==> config.mk <==
export PLATFORM = sky130hd
export DESIGN_NAME = risc_eunit_p
export DESIGN_NICKNAME = d
export VERILOG_FILES = /design/src/rtl/risc_eunit_p.sv
export SDC_FILE = /design/constraint.sdc
export NUM_CORES = 1
export LEC_CHECK = 0
export ABC_CLOCK_PERIOD_IN_PS = 3700
export BUFFER_PORTS_ARGS = -buffer_cell sky130_fd_sc_hd__buf_2
export CAP_MARGIN = 5
export CORE_ASPECT_RATIO = 0.9
export CORE_MARGIN = 4
export CORE_UTILIZATION = 26
export DETAILED_ROUTE_END_ITERATION = 6
export PLACE_DENSITY = 0.47
export SLEW_MARGIN = 20
export SYNTH_ARGS = -nofsm -noshare
export SYNTH_HDL_FRONTEND = slang
export SYNTH_SLANG_ARGS = --single-unit
export TNS_END_PERCENT = 30
==> constraint.sdc <==
create_clock -name clk -period 3.7 [get_ports clk]
set_input_delay 0.37 -clock clk [delete_from_list [all_inputs] [get_ports clk]]
set_output_delay 0.37 -clock clk [all_outputs]
set_load 0.03 [all_outputs]
==> src/rtl/risc_eunit_p.sv <==
// risc_eunit_p -- parametrised execution unit for the RISC core.
//
// Takes one decoded instruction per valid/ready handshake and produces a
// registered result, destination, memory address and qualified enables for
// data memory and register-file writeback. ALU, shift and rotate ops finish
// one cycle after acceptance. MUL runs an iterative shift-add loop and holds
// off decode (in_rdy=0) until it completes. A registered {Z,N,C,V} flag
// register is updated by every computing op.
//
// Ports:
//   clk, rst_n      clock, asynchronous active-low reset
//   flush           synchronous abort of the in-flight / issuing op
//   in_vld, in_rdy  decode handshake (transfer on in_vld & in_rdy at posedge)
//   opcode          5-bit operation code
//   oprnd_a/b       operands (oprnd_b is also the shift/rotate amount)
//   dstin, dmaddrin destination register / data-memory address
//   out_vld         one-cycle pulse marking a completed op
//   rslt, dst, dmaddr  registered result / destination / address
//   dmenbl, rdwr    memory enable and direction (1=read, 0=write)
//   reg_wr_vld      register-file write enable
//   load_op         LD completing
//   flags           registered {Z,N,C,V}
module risc_eunit_p #(
  parameter int DATA_W  = 8,
  parameter int MADDR_W = 4,
  parameter int RADDR_W = 3
) (
  input  logic               clk,
  input  logic               rst_n,
  input  logic               flush,
  input  logic               in_vld,
  output logic               in_rdy,
  input  logic [4:0]         opcode,
  input  logic [DATA_W-1:0]  oprnd_a,
  input  logic [DATA_W-1:0]  oprnd_b,
  input  logic [RADDR_W-1:0] dstin,
  input  logic [MADDR_W-1:0] dmaddrin,
  output logic               out_vld,
  output logic [DATA_W-1:0]  rslt,
  output logic [RADDR_W-1:0] dst,
  output logic [MADDR_W-1:0] dmaddr,
  output logic               dmenbl,
  output logic               rdwr,
  output logic               reg_wr_vld,
  output logic               load_op,
  output logic [3:0]         flags
);

  localparam logic [4:0] OP_NOP = 5'h00;
  localparam logic [4:0] OP_ADD = 5'h01;
  localparam logic [4:0] OP_SUB = 5'h02;
  localparam logic [4:0] OP_AND = 5'h03;
  localparam logic [4:0] OP_OR  = 5'h04;
  localparam logic [4:0] OP_XOR = 5'h05;
  localparam logic [4:0] OP_INC = 5'h06;
  localparam logic [4:0] OP_DEC = 5'h07;
  localparam logic [4:0] OP_NOT = 5'h08;
  localparam logic [4:0] OP_NEG = 5'h09;
  localparam logic [4:0] OP_SHR = 5'h0A;
  localparam logic [4:0] OP_SHL = 5'h0B;
  localparam logic [4:0] OP_ROR = 5'h0C;
  localparam logic [4:0] OP_ROL = 5'h0D;
  localparam logic [4:0] OP_LD  = 5'h0E;
  localparam logic [4:0] OP_ST  = 5'h0F;
  localparam logic [4:0] OP_MUL = 5'h10;
  localparam logic [4:0] OP_CMP = 5'h11;

  localparam int CNT_W = $clog2(DATA_W) + 1;
  localparam logic [CNT_W-1:0]  CNT_INIT = CNT_W'(DATA_W);
  localparam logic [CNT_W-1:0]  CNT_ONE  = CNT_W'(1);
  localparam logic [DATA_W:0]   W_LIM    = (DATA_W+1)'(DATA_W);
  localparam logic [DATA_W-1:0] W_MOD    = DATA_W'(DATA_W);

  typedef enum logic [1:0] {
    S_IDLE,
    S_MUL_RUN,
    S_MUL_DONE
  } state_t;

  state_t                r_state;
  state_t                w_state_nxt;

  logic                  r_out_vld;
  logic [4:0]            r_op;
  logic [DATA_W-1:0]     r_rslt;
  logic [RADDR_W-1:0]    r_dst;
  logic [MADDR_W-1:0]    r_dmaddr;
  logic [3:0]            r_flags;

  logic [2*DATA_W-1:0]   r_mcand;
  logic [DATA_W-1:0]     r_mplier;
  logic [2*DATA_W-1:0]   r_acc;
  logic [CNT_W-1:0]      r_cnt;
  logic [RADDR_W-1:0]    r_mdst;

  logic                  w_rdy;
  logic                  w_accept;
  logic                  w_is_mul;

  logic [DATA_W-1:0]     w_add_x;
  logic [DATA_W-1:0]     w_add_y;
  logic                  w_add_cin;
  logic [DATA_W:0]       w_sum;

  logic [DATA_W-1:0]     w_shr;
  logic [DATA_W-1:0]     w_shl;
  logic [DATA_W-1:0]     w_rot_amt;
  logic [DATA_W-1:0]     w_rot_inv;
  logic [DATA_W-1:0]     w_ror;
  logic [DATA_W-1:0]     w_rol;

  logic [DATA_W-1:0]     w_res;
  logic                  w_c;
  logic                  w_v;
  logic                  w_arith;
  logic                  w_upd_flags;
  logic                  w_wr_rslt;

  logic [DATA_W-1:0]     w_mul_lo;
  logic [DATA_W-1:0]     w_mul_hi;

  // in_rdy is a pure function of state; no path from in_vld.
  assign w_rdy    = (r_state == S_IDLE);
  assign w_accept = in_vld & w_rdy & ~flush;
  assign w_is_mul = (opcode == OP_MUL);

  // ---------------- FSM ----------------
  always_ff @(posedge clk or negedge rst_n) begin
    if (!rst_n) r_state <= S_IDLE;
    else        r_state <= w_state_nxt;
  end

  always_comb begin
    w_state_nxt = r_state;
    if (flush) begin
      w_state_nxt = S_IDLE;
    end else begin
      case (r_state)
        S_IDLE:     if (w_accept && w_is_mul) w_state_nxt = S_MUL_RUN;
        S_MUL_RUN:  if (r_cnt == CNT_ONE)     w_state_nxt = S_MUL_DONE;
        S_MUL_DONE: w_state_nxt = S_IDLE;
        default:    w_state_nxt = S_IDLE;
      endcase
    end
  end

  // ---------------- shifter / rotator ----------------
  always_comb begin
    w_shr = '0;
    w_shl = '0;
    if ({1'b0, oprnd_b} < W_LIM) begin
      w_shr = oprnd_a >> oprnd_b;
      w_shl = oprnd_a << oprnd_b;
    end
  end

  // Rotate built from two opposing shifts; an amount of 0 makes the
  // complementary shift equal DATA_W, which yields 0 and leaves a intact.
  assign w_rot_amt = oprnd_b % W_MOD;
  assign w_rot_inv = W_MOD - w_rot_amt;
  assign w_ror     = (oprnd_a >> w_rot_amt) | (oprnd_a << w_rot_inv);
  assign w_rol     = (oprnd_a << w_rot_amt) | (oprnd_a >> w_rot_inv);

  // ---------------- single shared adder ----------------
  assign w_sum = {1'b0, w_add_x} + {1'b0, w_add_y} + {{DATA_W{1'b0}}, w_add_cin};

  always_comb begin
    w_add_x     = oprnd_a;
    w_add_y     = oprnd_b;
    w_add_cin   = 1'b0;
    w_arith     = 1'b0;
    w_upd_flags = 1'b1;
    w_wr_rslt   = 1'b1;
    w_res       = oprnd_a;
    case (opcode)
      OP_ADD: begin
        w_arith = 1'b1;
      end
      OP_SUB, OP_CMP: begin
        w_add_y   = ~oprnd_b;
        w_add_cin = 1'b1;
        w_arith   = 1'b1;
        w_wr_rslt = (opcode == OP_SUB);
      end
      OP_INC: begin
        w_add_y   = '0;
        w_add_cin = 1'b1;
        w_arith   = 1'b1;
      end
      OP_DEC: begin
        w_add_y   = ~DATA_W'(1);
        w_add_cin = 1'b1;
        w_arith   = 1'b1;
      end
      OP_NEG: begin
        w_add_x   = ~oprnd_a;
        w_add_y   = '0;
        w_add_cin = 1'b1;
        w_arith   = 1'b1;
      end
      OP_AND: w_res = oprnd_a & oprnd_b;
      OP_OR:  w_res = oprnd_a | oprnd_b;
      OP_XOR: w_res = oprnd_a ^ oprnd_b;
      OP_NOT: w_res = ~oprnd_a;
      OP_SHR: w_res = w_shr;
      OP_SHL: w_res = w_shl;
      OP_ROR: w_res = w_ror;
      OP_ROL: w_res = w_rol;
      OP_LD, OP_ST: begin
        w_upd_flags = 1'b0;
      end
      default: begin
        // NOP, MUL (handled by the FSM) and undefined codes
        w_upd_flags = 1'b0;
        w_wr_rslt   = 1'b0;
      end
    endcase
    if (w_arith) w_res = w_sum[DATA_W-1:0];
  end

  assign w_c = w_arith & w_sum[DATA_W];
  // Signed overflow: both adder inputs share a sign that the sum does not.
  assign w_v = w_arith & (w_add_x[DATA_W-1] == w_add_y[DATA_W-1]) &
               (w_sum[DATA_W-1] != w_add_x[DATA_W-1]);

  assign w_mul_lo = r_acc[DATA_W-1:0];
  assign w_mul_hi = r_acc[2*DATA_W-1:DATA_W];

  // ---------------- output registers / multiplier datapath ----------------
  always_ff @(posedge clk or negedge rst_n) begin
    if (!rst_n) begin
      r_out_vld <= 1'b0;
      r_op      <= OP_NOP;
      r_rslt    <= '0;
      r_dst     <= '0;
      r_dmaddr  <= '0;
      r_flags   <= '0;
      r_mcand   <= '0;
      r_mplier  <= '0;
      r_acc     <= '0;
      r_cnt     <= '0;
      r_mdst    <= '0;
    end else if (flush) begin
      r_out_vld <= 1'b0;
    end else if (w_accept) begin
      if (w_is_mul) begin
        r_out_vld <= 1'b0;
        r_mcand   <= {{DATA_W{1'b0}}, oprnd_a};
        r_mplier  <= oprnd_b;
        r_acc     <= '0;
        r_cnt     <= CNT_INIT;
        r_mdst    <= dstin;
      end else begin
        r_out_vld <= 1'b1;
        r_op      <= opcode;
        r_dst     <= dstin;
        r_dmaddr  <= dmaddrin;
        if (w_wr_rslt)   r_rslt  <= w_res;
        if (w_upd_flags) r_flags <= {(w_res == '0), w_res[DATA_W-1], w_c, w_v};
      end
    end else if (r_state == S_MUL_RUN) begin
      r_out_vld <= 1'b0;
      if (r_mplier[0]) r_acc <= r_acc + r_mcand;
      r_mcand   <= r_mcand << 1;
      r_mplier  <= r_mplier >> 1;
      r_cnt     <= r_cnt - CNT_ONE;
    end else if (r_state == S_MUL_DONE) begin
      r_out_vld <= 1'b1;
      r_op      <= OP_MUL;
      r_dst     <= r_mdst;
      r_rslt    <= w_mul_lo;
      r_flags   <= {(w_mul_lo == '0), w_mul_lo[DATA_W-1], (w_mul_hi != '0), 1'b0};
    end else begin
      r_out_vld <= 1'b0;
    end
  end

  // ---------------- qualified enables ----------------
  always_comb begin
    reg_wr_vld = 1'b0;
    dmenbl     = 1'b0;
    load_op    = 1'b0;
    rdwr       = 1'b1;
    if (r_out_vld) begin
      reg_wr_vld = (r_op != OP_NOP) && (r_op != OP_ST) && (r_op <= OP_MUL);
      dmenbl     = (r_op == OP_LD) || (r_op == OP_ST);
      load_op    = (r_op == OP_LD);
      rdwr       = (r_op != OP_ST);
    end
  end

  assign in_rdy  = w_rdy;
  assign out_vld = r_out_vld;
  assign rslt    = r_rslt;
  assign dst     = r_dst;
  assign dmaddr  = r_dmaddr;
  assign flags   = r_flags;

endmodule

==> flow_metrics.tcl, run 1 <==
set metrics [dict create \
    status "complete, no violations" \
    drtIter0Drc 525 \
    dieArea_sq_um 28700 \
    syn2layout_area_growth_pct 17.0 \
    synth_edf_count 0 \
    r2r-start "r_mcand[0]" \
    dp_hpwl_mm 17.3 \
    grt_max_degree 75 \
    synth-seq-cells 74 \
    routabilityCongestion 0.924 \
    worstSkewPairLatency_ns 0.34 \
    vias 6543 \
    n_antenna_cell 0 \
    worst_pin_slew_ns 0.817 \
    synthArstFlopShare 1.00 \
    drive_gt1_frac 0.170 \
    routedWlPerCell_um 19.1 \
    start_kind "primary input" \
    drcViolationCount 0 \
    ys.flop_type "dfrtp_1" \
    critical_path_required_ns 3.91 \
    rr_endpoint "r_acc[14]" \
    layout_commonest_cell "nand2_1" \
    drtPass1Iterations 5 \
    pin_count 57 \
    netlist_area_sq_um 6770 \
    final-hold-violation-count 0 \
    coreArea_sq_um 25400 \
    die_w_um 178 \
    gr-total-overflow 0 \
    crit_type "in -> reg" \
    cts.clk_slew.worst_paths_ns 0.06 \
    avgSynthCellArea_sq_um 8.17 \
    slew_viol_final 0 \
    antenna_found_initial 0 \
    cts_sinks 74 \
    grt_usage 0.160 \
    tritoncts "built" \
    seq_area_frac_synth 0.274 \
    leakage_nw 3.41 \
    wl_mm 23.5 \
    hp-class "in -> async" \
    period_minus_slack_ns 3.32 \
    regArea_sq_um 1850 \
    final.setup.tns_ns 0 \
    end_kind "flop" \
    setup_viol 0 \
    final_cell_mix "nand2_1 (106), o21ai_0 (90), dfrtp_1 (74)" \
    arrival_ns 3.53 \
    final_core_util 0.312 \
    ant_nets 0 \
    ff2ff_setup_slack_ns 0.96 \
    multi_input_area_sq_um 4540 \
    p_total_mw 2.72 \
    critPathMaxFanout 13 \
    clock_skew_ns 0.00790 \
    fmax_mhz 301 \
    reg2reg_depth 11 \
    avgViaCountPerCell 5.32 \
    start_util 0.267 \
    synth_cell_type_count 80 \
    grt_pass1_wl_mm 36.5 \
    portBuffers 56 \
    post_cts_buffers 0 \
    rsz0062_at_grt "false" \
    die_h_um 161 \
    netlist_instances 829 \
    clk_path_buf_depth 2 \
    max-vdd-ir-drop_mv 0.205 \
    fin_crit_sh 0.898 \
    cts_made_buffers 9 \
    powerDensity_nw_per_um2 344 \
    clock-root-buffer "clkbuf_16" \
    synthesis.nets 906 \
    ys_warn_count 0 \
    rows 55 \
    nets 960 \
    maxSlewHeadroom 0.455 \
    cap_violations 0 \
    nFillCells 2706 \
    cts_max_level 3 \
    grt_pass1_vias 6100 \
]
==> registers in the layout, indices dropped and copies added (netlist names) <==
signal,count
r_acc,16
r_mcand,16
r_mplier,8
rslt,8
r_op,5
dmaddr,4
flags,4
r_cnt,4
dst,3
r_mdst,3
r_state,2
out_vld,1
==> cell families (layout without fill, tap and decap cells) <==
group,after synthesis,in the layout,share of synthesized area
AND/OR/NAND/NOR,289,289,0.208
AO/OA/AOI/OAI,249,249,0.245
buffers and inverters,91,150,0.0575
flip-flops,74,74,0.274
multiplexers,52,52,0.0904
adder cells (fa/ha/maj),45,45,0.0865
XOR/XNOR,29,29,0.0386
==> cells in the mapped netlist (all sizes together), types with 4 or more instances <==
cell type | instances | share of area
nand2 | 106 | 0.059
o21ai | 91 | 0.069
dfrtp | 74 | 0.27
nor2 | 58 | 0.033
ha | 42 | 0.078
mux2i | 40 | 0.062
clkbuf | 35 | 0.019
a21oi | 31 | 0.023
inv | 31 | 0.017
nor3 | 27 | 0.022
nand3 | 25 | 0.018
buf | 23 | 0.020
xnor2 | 17 | 0.022
a211oi | 15 | 0.017
nor2b | 13 | 0.012
o211ai | 13 | 0.015
o31ai | 13 | 0.014
xor2 | 12 | 0.017
nor4 | 11 | 0.013
a31oi | 8 | 0.0074
nand2b | 8 | 0.0074
o21a | 8 | 0.0089
o22ai | 8 | 0.0074
a22o | 7 | 0.0091
mux2 | 7 | 0.012
o2111ai | 7 | 0.0091
a21o | 6 | 0.0067
and2 | 6 | 0.0055
and3 | 6 | 0.0055
mux4 | 5 | 0.017
nand4 | 5 | 0.0046
nor3b | 5 | 0.0063
a22oi | 4 | 0.0052
or3 | 4 | 0.0037
or4 | 4 | 0.0050
==> metrics by stage <==
step | area, sq um | setup slack [ns] | std cells | hold slack [ns]
final | 7920 | 0.377 | 1230 | 0.0606
after global placement | 7570 | 0.143 | 1214 | 0.457
after detailed placement | 7570 | 0.0756 | 1214 | 0.463
after floorplan | 6770 | 0.104 | 829 | 0.0744
after CTS | 7910 | 0.399 | 1230 | 0.238
after global routing | 7920 | 0.0782 | 1230 | 0.134
==> routing by layer <==
metal	up-vias	routed length, um	GRT usage
met1	3150	12100	0.257
met3	18	1600	0.0318
met2	231	9630	0.221
met5	-	0	0
li1	3144	-	-
met4	0	217	0.0264
==> report_power, final <==
| group | internal, mW | total (mW) | switching [mW] |
|---|---|---|---|
| registers | 0.888 | 0.952 | 0.0634 |
| logic | 0.292 | 0.774 | 0.482 |
| clock network | 0.645 | 0.996 | 0.351 |
==> what timing repair did <==
item | 4_1_cts | 5_1_grt
setup endpoints to repair | 0 | 1
gates resized for setup | 0 | 1
hold buffers | 0 | 0
==> cell type report <==
| cell class | instances | share of cell area |
|---|---|---|
| clock buffer | 12 | 0.0336 |
| multi-input combinational | 664 | 0.573 |
| inverter | 33 | 0.0156 |
| timing repair buffer | 101 | 0.0804 |
| tap | 342 | 0.0540 |
| sequential | 74 | 0.234 |
| clock inverter | 4 | 0.00916 |
==> worst max path at each step <==
stage	endpoint	cells after the start	slack, ns	startpoint
2_1_floorplan	flags[2]	14	0.10	opcode[1]
3_3_place_gp	flags[2]	16	0.14	opcode[1]
3_5_place_dp	flags[2]	16	0.08	opcode[1]
4_1_cts	flags[2]	16	0.40	opcode[1]
5_1_grt	flags[2]	16	0.08	opcode[1]
6_report	flags[2]	14	0.38	opcode[1]
==> critical path, cell delays in order <==
cell,delay (ns)
buf_2,0.25
nor3b_1,0.32
a22o_1,0.25
o22ai_1,0.12
fa_1,0.43
a21oi_1,0.20
o211ai_1,0.16
o41ai_1,0.28
buf_4,0.18
xnor2_1,0.07
a2111oi_2,0.48
nor2_1,0.09
a21oi_1,0.20
o21ai_0,0.13
No activity file was read; power rests on OpenSTA's default activity.
==> run 2, diff against run 1 <==
--- a/config.mk
+++ b/config.mk
@@ -9,10 +9,11 @@
 export BUFFER_PORTS_ARGS = -buffer_cell sky130_fd_sc_hd__buf_2
 export CAP_MARGIN = 5
 export CORE_ASPECT_RATIO = 0.9
-export CORE_MARGIN = 4
+export CORE_MARGIN = 2
 export CORE_UTILIZATION = 26
 export DETAILED_ROUTE_END_ITERATION = 6
 export PLACE_DENSITY = 0.47
+export SKIP_LAST_GASP = 1
 export SLEW_MARGIN = 20
 export SYNTH_ARGS = -nofsm -noshare
 export SYNTH_HDL_FRONTEND = slang
==> flow_metrics.tcl, run 2 (synthesis results as in run 1) <==
set metrics [dict create \
    status "complete, no violations" \
    leakage_nw 3.35 \
    crit_path_top_delay_cell "a2111oi_2" \
    period_minus_slack_ns 3.32 \
    cts.hold.buffers_added 0 \
    end_kind "flop" \
    rsz0062_at_grt "false" \
    setup_viol 0 \
    post_cts_buffers 0 \
    slowest_delay_ns 0.51 \
    grt_pass1_wl_mm 36.1 \
    dieArea_sq_um 27300 \
    holdWs_ns 0.0835 \
    critPathMaxFanout 14 \
    final-hold-violation-count 0 \
    grt_max_degree 75 \
    routabilityCongestion 0.921 \
    final_core_util 0.302 \
    start_util 0.262 \
    cts_max_level 3 \
    max-vdd-ir-drop_mv 0.185 \
    p_total_mw 2.53 \
    final_cell_mix "nand2_1 (106), o21ai_0 (90), dfrtp_1 (74)" \
    pin_count 57 \
    nets 957 \
    tritoncts "built" \
    avgViaCountPerCell 5.26 \
    clk_path_buf_depth 2 \
    drcViolationCount 0 \
    fin_crit_sh 0.896 \
    cts_sinks 74 \
    routedWlPerCell_um 18.7 \
    drtIter0Drc 576 \
    p_switching_mw 0.904 \
    arrival_ns 3.52 \
    top_regs "r_acc x16, r_mcand x16" \
    portBuffers 56 \
    cap_violations 0 \
    cts.clk_slew.worst_paths_ns 0.06 \
    nFillCells 2777 \
    n_antenna_cell 0 \
    maxSlewHeadroom 0.448 \
    critical-path-top-delay-family "compound AO/OA/AOI/OAI gates" \
    coreArea_sq_um 25900 \
    cts_made_buffers 9 \
    ant_nets 0 \
    pwr-share-comb 0.303 \
    grt_usage 0.169 \
    final.setup.tns_ns 0 \
    syn2layout_area_growth_pct 15.5 \
    die_h_um 157 \
    dp_hpwl_mm 17.0 \
    drtPass1Iterations 5 \
    clock_skew_ns 0.00869 \
    die_w_um 174 \
    critical_path_required_ns 3.91 \
    drive_gt1_frac 0.166 \
    gr-total-overflow 0 \
    vias 6487 \
    crit_top_cell "nor2_1" \
    place_area_sq_um 7540 \
    hp-class "in -> async" \
    powerDensity_nw_per_um2 324 \
    slew_viol_final 0 \
    wl_mm 23.1 \
    power.internal_mw 1.63 \
    rows 56 \
    antenna_found_initial 0 \
    clock-root-buffer "clkbuf_16" \
    switching_share 0.357 \
    post_cts_resized 0 \
    critical_path_buf_inv_count 3 \
    crit_type "in -> reg" \
    pwr-share-seq 0.376 \
    fmax_mhz 302 \
    worst_pin_slew_ns 0.826 \
    worstPathCellList "buf_2 -> buf_4 -> nor2_1 -> o211ai_1 -> o21ai_0 -> nor2_1 -> o21ba_2 -> ha_1 -> nand3_1 -> o211ai_1 -> o41ai_1 -> buf_4 -> xnor2_1 -> a2111oi_2 -> nor2_1 -> a21oi_1 -> o21ai_0" \
    clkPwrFrac 0.322 \
    grt_pass1_vias 6145 \
    stdcell_area_sq_um 7820 \
    start_kind "primary input" \
    layout_commonest_cell "nand2_1" \
    worstSkewPairLatency_ns 0.34 \
]
## run 2: power groups by stage
stage	logic [mW]	clock network (mW)	registers, mW
4_1_cts	0.762	0.844	0.950
5_1_grt	0.843	0.878	0.961
6_report	0.766	0.815	0.950
3_3_place_gp	0.759	0	0.965
2_1_floorplan	0.463	0	1.00
3_5_place_dp	0.758	0	0.963
## run 2: cell type report
cell class | instances | area [sq um] | share of cell area
sequential | 74 | 1850 | 0.237
inverter | 33 | 124 | 0.0158
timing repair buffer | 98 | 602 | 0.0770
multi-input combinational | 664 | 4540 | 0.580
clock buffer | 9 | 225 | 0.0288
tap | 348 | 435 | 0.0557
clock inverter | 7 | 46.3 | 0.00592
## run 2: path summary, 6_finish.rpt
path | cells after the start | slack [ns] | from | end
worst max-delay path | 17 | 0.38 | opcode[0] | flags[2]
worst min-delay path | 1 | 0.08 | rst_n | dmaddr[3]
worst max register to register | 11 | 1.00 | r_mcand[0] | r_acc[14]
worst min register to register | 2 | 0.47 | r_mdst[2] | r_mdst[2]
max in group asynchronous | 1 | 3.14 | rst_n | r_cnt[1]
min in group clk | 3 | 0.24 | dstin[2] | r_mdst[2]
## run 2: per-layer routing
| metal | global-route usage | wire (um) |
|---|---|---|
| met1 | 0.260 | 11800 |
| met3 | 0.0309 | 1420 |
| met2 | 0.243 | 9620 |
| met5 | 0 | 0 |
| met4 | 0.0324 | 263 |
## run 2: metrics by stage
| stage | setup WS (ns) | std cells |
|---|---|---|
| after floorplan | 0.104 | 829 |
| after global placement | 0.178 | 1217 |
| after detailed placement | 0.120 | 1217 |
| after CTS | 0.467 | 1233 |
| after global routing | 0.195 | 1233 |
| final | 0.385 | 1233 |
## run 2: worst reg2reg max path: stages (launching register included)
cell	delay, ns
dfrtp_1	0.43
ha_1	0.25
inv_1	0.07
fa_1	0.40
nor2b_1	0.17
o2111ai_1	0.19
a41oi_1	0.30
o21ai_0	0.15
a21oi_1	0.22
o21a_1	0.16
nor3_1	0.05
o31ai_1	0.21
==> run 3, diff against run 2 <==
--- a/config.mk
+++ b/config.mk
@@ -5,7 +5,7 @@
 export SDC_FILE = /design/constraint.sdc
 export NUM_CORES = 1
 export LEC_CHECK = 0
-export ABC_CLOCK_PERIOD_IN_PS = 3700
+export ABC_CLOCK_PERIOD_IN_PS = 3500
 export BUFFER_PORTS_ARGS = -buffer_cell sky130_fd_sc_hd__buf_2
 export CAP_MARGIN = 5
 export CORE_ASPECT_RATIO = 0.9
==> constraint.sdc (replaced) <==
create_clock -name clk -period 3.5 [get_ports clk]
set_input_delay 0.35 -clock clk [delete_from_list [all_inputs] [get_ports clk]]
set_output_delay 0.35 -clock clk [all_outputs]
set_load 0.03 [all_outputs]
==> flow_metrics.tcl, run 3 (synthesis results as in run 1) <==
set metrics [dict create \
    status "complete, no violations" \
    clk_path_buf_depth 2 \
    reg2reg_depth 11 \
    vias 6532 \
    met1_usage 0.264 \
    antenna_found_initial 0 \
    clock-root-buffer "clkbuf_16" \
    pin_count 57 \
    drcViolationCount 0 \
    cap_violations 0 \
    fin_crit_sh 0.898 \
    grt_max_degree 75 \
    leakage_nw 3.46 \
    drive_gt1_frac 0.187 \
    final_core_util 0.309 \
    routabilityCongestion 0.920 \
    p_switching_mw 0.964 \
    clkPwrFrac 0.326 \
    critPathMaxFanout 6 \
    layout_commonest_cell "nand2_1" \
    r2r-start "r_acc[0]" \
    rows 56 \
    rsz0062_at_grt "false" \
    dieArea_sq_um 27300 \
    rr_endpoint "r_acc[14]" \
    setup_viol 0 \
    start_kind "primary input" \
    critPathLaunch "opcode[2]" \
    cts.clk_slew.worst_paths_ns 0.06 \
    final-hold-violation-count 0 \
    wl_mm 23.4 \
    final_cell_mix "nand2_1 (106), o21ai_0 (90), dfrtp_1 (74)" \
    worst_pin_slew_ns 0.957 \
    grt_pass1_wl_mm 36.4 \
    cts.hold.buffers_added 0 \
    top_usage_layer "met1" \
    avgViaCountPerCell 5.21 \
    top_regs "r_acc x16, r_mcand x16" \
    period_minus_slack_ns 3.14 \
    critical_path_required_ns 3.74 \
    pwr-share-comb 0.306 \
    cts_sinks 74 \
    fmax_mhz 318 \
    pwr-share-seq 0.369 \
    dp_hpwl_mm 17.4 \
    clock_skew_ns 0.0105 \
    switching_share 0.354 \
    final_cells 1253 \
    arrival_ns 3.39 \
    portBuffers 56 \
    post_cts_resized 0 \
    slew_viol_final 0 \
    syn2layout_area_growth_pct 18.1 \
    post_cts_buffers 0 \
    maxSlewHeadroom 0.361 \
    power.internal_mw 1.76 \
    grt_usage 0.171 \
    drtIter0Drc 487 \
    worstSkewPairLatency_ns 0.34 \
    final.setup.tns_ns 0 \
    crit_type "in -> reg" \
    die_h_um 157 \
    drtPass1Iterations 5 \
    routedWlPerCell_um 18.7 \
    coreArea_sq_um 25900 \
    gr-total-overflow 0 \
    grt_util_met2 0.246 \
    hp-class "in -> async" \
    die_w_um 174 \
    cts_max_level 3 \
    powerDensity_nw_per_um2 341 \
    end_kind "flop" \
    dp_cells 1237 \
    tritoncts "built" \
    start_util 0.262 \
    grt_pass1_vias 6066 \
    ff2ff_setup_slack_ns 0.82 \
    max-vdd-ir-drop_mv 0.195 \
    ant_nets 0 \
    nets 977 \
    use_met3 0.0278 \
    n_antenna_cell 0 \
    cts_made_buffers 9 \
]
-- run 3: worst max-delay path by stage --
stage                           to  slack, ns  depth (start not counted)
final                      rslt[6]       0.36                         16
after global routing       rslt[6]       0.07                         16
after CTS                  rslt[6]       0.34                         16
after detailed placement   rslt[6]      -0.01                         16
after global placement     rslt[6]       0.04                         16
after floorplan           flags[2]       0.05                         15
-- run 3: metrics by stage --
step           instance area (sq um)  hold WS, ns  power (mW)  setup WS, ns
2_1_floorplan                   6780       0.0544        1.55        0.0507
3_3_place_gp                    7710        0.457        1.85        0.0419
3_5_place_dp                    7710        0.462        1.85       -0.0107
4_1_cts                         7990        0.209        2.76         0.343
5_1_grt                         7990       0.0949        2.89        0.0736
6_report                        7990       0.0403        2.73         0.357
-- run 3: area by class of cell --
class                      instances  area (sq um)
inverter                          33           124
clock inverter                     6          42.5
timing repair buffer             118           752
clock buffer                      10           239
multi-input combinational        664          4550
tap                              348           435
fill                            2781         17900
sequential                        74          1850
-- run 3: critical path: stages --
cell and delay (ns):
buf_2 0.13, buf_4 0.15, or3b_1 0.38, o32a_1 0.30, o22ai_1 0.21, fa_1 0.25
inv_1 0.06, fa_1 0.39, nor2b_1 0.17, o31ai_1 0.09, a21oi_1 0.20, xnor2_1 0.15
o22ai_1 0.11, nand2_1 0.09, o21ai_0 0.12, o31ai_1 0.25
-- run 3: routing by layer --
layer	part of all wire	wire length (um)
met1	0.52	12100
met2	0.41	9640
met3	0.058	1360
met4	0.013	307
met5	0	0
-- run 3: power groups by stage --
| stage | Clock [mW] | Combinational, mW | Sequential (mW) |
|---|---|---|---|
| floorplan | 0 | 0.492 | 1.06 |
| global placement | 0 | 0.830 | 1.02 |
| detailed placement | 0 | 0.827 | 1.02 |
| CTS | 0.918 | 0.832 | 1.01 |
| global route | 0.952 | 0.919 | 1.02 |
| finish | 0.888 | 0.834 | 1.01 |
